===== src/rtl/csa_resolver.sv =====
// csa_resolver: resolves a redundant (sum, carry) pair from the wallace tree
// into a single binary word. A segmented ripple adder handles SEG bits per
// cycle, so an operation takes NSEG = DW/SEG cycles. Both sides use
// valid/ready handshakes.
module csa_resolver #(
   parameter int DW  = 16,
   parameter int SEG = 4
) (
   input  logic          clk_i,
   input  logic          rst_ni,
   input  logic          valid_i,
   output logic          ready_o,
   input  logic [DW-1:0] sum_i,
   input  logic [DW-1:0] carry_i,
   output logic          valid_o,
   input  logic          ready_i,
   output logic [DW-1:0] result_o,
   output logic          cout_o
);

   localparam int NSEG = DW / SEG;
   localparam int CW   = (NSEG > 1) ? $clog2(NSEG) : 1;
   localparam logic [CW-1:0] LAST = CW'(NSEG - 1);

   typedef enum logic [1:0] {
      IDLE,
      BUSY,
      DONE
   } state_t;

   state_t        state;
   state_t        state_next;
   logic [DW-1:0] s_q;
   logic [DW-1:0] cy_q;
   logic [DW-1:0] res_q;
   logic [CW-1:0] cnt_q;
   logic          c_q;
   logic          cout_q;
   logic          accept;
   logic [SEG:0]  seg_sum;

   // State register; reset discards any in-flight operation.
   always_ff @(posedge clk_i or negedge rst_ni) begin
      if (!rst_ni) state <= IDLE;
      else         state <= state_next;
   end

   // Next-state and handshake outputs; only IDLE accepts, only DONE presents.
   always_comb begin
      state_next = state;
      ready_o    = 1'b0;
      valid_o    = 1'b0;
      accept     = 1'b0;
      case (state)
         IDLE: begin
            ready_o = 1'b1;
            if (valid_i) begin
               accept     = 1'b1;
               state_next = BUSY;
            end
         end
         BUSY: begin
            if (cnt_q == LAST) state_next = DONE;
         end
         DONE: begin
            valid_o = 1'b1;
            if (ready_i) state_next = IDLE;
         end
         default: state_next = IDLE;
      endcase
   end

   // One segment of the ripple: this segment's operand bits plus the carry
   // left behind by the previous segment.
   always_comb begin
      seg_sum = {1'b0, s_q[cnt_q*SEG +: SEG]}
              + {1'b0, cy_q[cnt_q*SEG +: SEG]}
              + {{SEG{1'b0}}, c_q};
   end

   // Operand capture on accept, then one resolved segment per BUSY cycle.
   always_ff @(posedge clk_i or negedge rst_ni) begin
      if (!rst_ni) begin
         s_q    <= '0;
         cy_q   <= '0;
         res_q  <= '0;
         cnt_q  <= '0;
         c_q    <= 1'b0;
         cout_q <= 1'b0;
      end else if (accept) begin
         s_q   <= sum_i;
         cy_q  <= carry_i;
         c_q   <= 1'b0;
         cnt_q <= '0;
      end else if (state == BUSY) begin
         res_q[cnt_q*SEG +: SEG] <= seg_sum[SEG-1:0];
         c_q                     <= seg_sum[SEG];
         if (cnt_q == LAST) begin
            cout_q <= seg_sum[SEG];
            cnt_q  <= '0;
         end else begin
            cnt_q <= cnt_q + 1'b1;
         end
      end
   end

   assign result_o = res_q;
   assign cout_o   = cout_q;

endmodule

===== config.mk =====
export PLATFORM = sky130hd
export DESIGN_NAME = csa_resolver
export DESIGN_NICKNAME = d
export VERILOG_FILES = /design/src/rtl/csa_resolver.sv
export SDC_FILE = /design/constraint.sdc
export NUM_CORES = 1
export LEC_CHECK = 0
export CAP_MARGIN = 15
export CORE_ASPECT_RATIO = 1.75
export CORE_MARGIN = 2
export CORE_UTILIZATION = 50
export DETAILED_ROUTE_END_ITERATION = 10
export GPL_ROUTABILITY_DRIVEN = 0
export PLACE_DENSITY = 0.82
export SYNTH_ARGS = -nofsm -noshare
export SYNTH_HDL_FRONTEND = slang
export SYNTH_SLANG_ARGS = --single-unit

===== constraint.sdc =====
create_clock -name clk_i -period 3.42 [get_ports clk_i]
set_input_delay 1.026 -clock clk_i [delete_from_list [all_inputs] [get_ports clk_i]]
set_output_delay 1.026 -clock clk_i [all_outputs]
set_load 0.01 [all_outputs]

==> impl_results.md <==
* Final core area utilization at 64.55%
* Net count of the mapped netlist at 215
* Crit start category: register
* Portion of total power attributed to combinational logic at 52.4%
* Multi-input combinational cell area at 0.001070 mm2
* Combined area of all synthesized cells at 0.002491 mm2
* Number of unique standard cell types used by synthesis at 30
* Gate count after technology mapping at 168
* Number of buffers added by the clock tree synthesis step at 5
* Reg area at 0.001351 mm2
* Switching share of power at 37.82%
* Fillers at 353
* Placement row count at 34
* Register bit total from synthesis at 54
* Sequential area share after synthesis at 54.24%
* Area enclosed by the die boundary at 0.005585 mm2
* Worst-path clk slew at 0.10 ns
* Maximum number of pins on one net before global-route repair at 37
* Fraction of final layout cells with drive strength greater than 1 at 24.78%
* Final HPWL from detailed placement at 3.768 mm
* Dominant register cell in the synthesized netlist: dfrtp_1
* Highest fanout seen on the critical path at 11
* Internal Pwr Total at 1987 uW
* Mapped Avg Cell Area at 14.83 um2
* Crit path kind: reg -> reg
* Clock tree sinks at 54
* Via count of the first global-routing pass at 1715
* R2R depth at 6
* Global Route Usage Sum at 19.17%
* Arrival time at the worst endpoint at 2.91 ns
* Number of antenna violations at the first check in global routing at 0
* Number of I/O pins at 55
* Max Clock Freq at 368.5 MHz
* Category of the worst setup path capture point: register
* Sequential fraction of design power at 35.9%
* Number of design rule violations left after detail routing at 0
* Setup clock skew after layout at 0.01050 ns
* Die span in x at 57.36 um
* Antenna Violating Nets Remaining at 0
* Worst hold slack at 0.4905 ns
* Power density over the cells at 1012 mW/mm2
* Clock power frac at 11.7%
* Number of max-slew violations in the final report at 0
* Clock Latency Late Sink at 0.31 ns
* P&R area growth vs syn at 26.77%
* Final sum of negative setup slack at 0 ns
* Number of endpoints failing setup at the final stage at 0
* Vias at 1629
* Core region area at 0.004892 mm2
* Final nets at 272
* Clock buffer depth at 2
* RSZ-0062 raised after global routing: no
* Height of the chip at 97.38 um
* Power dissipated by switching net loads at 1208 uW
* Clock root cell: clkbuf_8
* Effective utilization at floorplan at 50.92%
* Final Power at 3195 uW
* Count of TritonRoute iterations in the first routing pass at 4
* Wire length after detailed routing at 4.866 mm
* Most common cell after layout, fill and taps aside: dfrtp_1
* Leading cell types in the layout, fill and taps excluded: dfrtp_1, clkdlybuf4s50_1, mux2_2
* Max-cap violation count at 0
* Hold violation total from the final report at 0
* Total congestion overflow at 0
* Yosys warning total at 0
* Via density per instance at 5.818
* CTS HTree Levels at 2
* Max-slew headroom at the worst pin at 51.55%
* First-pass GRT wire length at 8.259 mm
* Worst R2R Start: cnt_q[0]
* Initial drt markers at 35
* Run status: finished clean
* Proportion of synthesized flip-flops having asynchronous set or reset at 100.0%
* Crit path required time at 3.62 ns
* VDD IR max at 0.0007151 V
* Hold-fix buffers, CTS at 0
* Number of enable-type register cells in the synthesized netlist at 0
* Leak at 0.001349 uW
* Transition time of the tightest slew-check pin at 0.7202 ns
* Class of the worst hold path: reg -> reg
* Period utilisation layout at 79.34%
* Min Clock Period, post-route at 2.714 ns
* TritonCTS clock tree: yes
* Launch point of the critical path: cnt_q[0]
* Average routed wire per standard cell at 17.38 um
* Setup fix buffers added after clock tree synthesis at 0
* Worst Hold Path Cells at 2
* Post_cts resized at 0
* Hold path start: result_o[6]
* Count of inserted antenna diode cells at 0
* Number of standard cells in the layout, taps in and fillers out at 280
* PortBufs at 54
* Placed insts at 272
[cells in the mapped netlist, types with 3 or more instances]
cell type,instances,area [um2]
mux2_2,28,315.3
ha_1,9,112.6
a22o_1,12,105.1
nand3b_1,3,22.52
nor2_1,3,11.26
mux4_2,8,180.2
dfrtp_1,54,1351
buf_6,4,45.04
inv_1,3,11.26
nor4_1,3,18.77
mux2_4,4,60.06
a32o_1,3,30.03
nand2_1,9,33.78
[critical path, cell delays in order, from the launching register on]
cell      delay, ns
dfrtp_1        0.63
buf_4          0.25
mux4_2         0.55
ha_1           0.30
a211oi_1       0.07
or3b_2         0.53
a31o_2         0.27
[flip-flops by register name, summed over array words and instances (netlist names)]
| signal | count |
|---|---|
| cout_o | 1 |
| result_o | 16 |
| c_q | 1 |
| s_q | 16 |
| cy_q | 16 |
| state | 2 |
| cnt_q | 2 |
[per-layer routing]
layer	wire length (um)	vias up	track usage, %
met5	0	-	0
met4	115	0	7.692
met3	183	11	4.128
met2	2791	54	33.48
met1	1775	824	22.10
li1	-	740	-
[path summary, 6_finish.rpt]
kind / endpoint / slack [ns]
setup / recovery: result_o[15] / 0.71
min in group asynchronous: cnt_q[0] / 0.70
hold / removal: result_o[6] / 0.49
setup reg to reg: result_o[15] / 0.71
hold reg to reg: result_o[6] / 0.49
max in group asynchronous: result_o[4] / 1.95
[power by group through the flow]
| stage | Combinational [uW] | Clock (uW) | Sequential (uW) |
|---|---|---|---|
| after global routing | 1820 | 410 | 1190 |
| final | 1670 | 375 | 1150 |
| after CTS | 1680 | 380 | 1150 |
| after floorplan | 1200 | 0 | 1100 |
| after global placement | 1620 | 0 | 1150 |
| after detailed placement | 1670 | 0 | 1170 |
[final cells by class]
class,count,share of cell area (%)
Clock buffer,6,2.615
Clock inverter,2,0.5547
Inverter,3,0.3566
Multi-Input combinational cell,104,33.87
Sequential cell,54,42.79
Tap cell,54,2.139
Timing Repair Buffer,57,17.67
[cells by family (layout without fill, tap and decap cells)]
group / after synthesis / count (layout) / share of synthesized area (%)
XOR/XNOR: 1 / 1 / 0.3516
multiplexers: 40 / 40 / 22.30
flip-flops: 54 / 54 / 54.24
buffers and inverters: 10 / 68 / 2.812
adder cells (fa/ha/maj): 11 / 11 / 6.128
AND/OR/NAND/NOR: 25 / 25 / 5.525
AO/OA/AOI/OAI: 27 / 27 / 8.639
[through the flow]
| step | cell area, um2 | worst slack [ns] |
|---|---|---|
| after global placement | 3058 | 0.7447 |
| after CTS | 3158 | 0.6783 |
| after detailed placement | 3058 | 0.7070 |
| after floorplan | 2491 | 0.7805 |
| after global routing | 3158 | 0.4873 |
| final | 3158 | 0.7065 |
No activity file was read; power rests on OpenSTA's default activity.
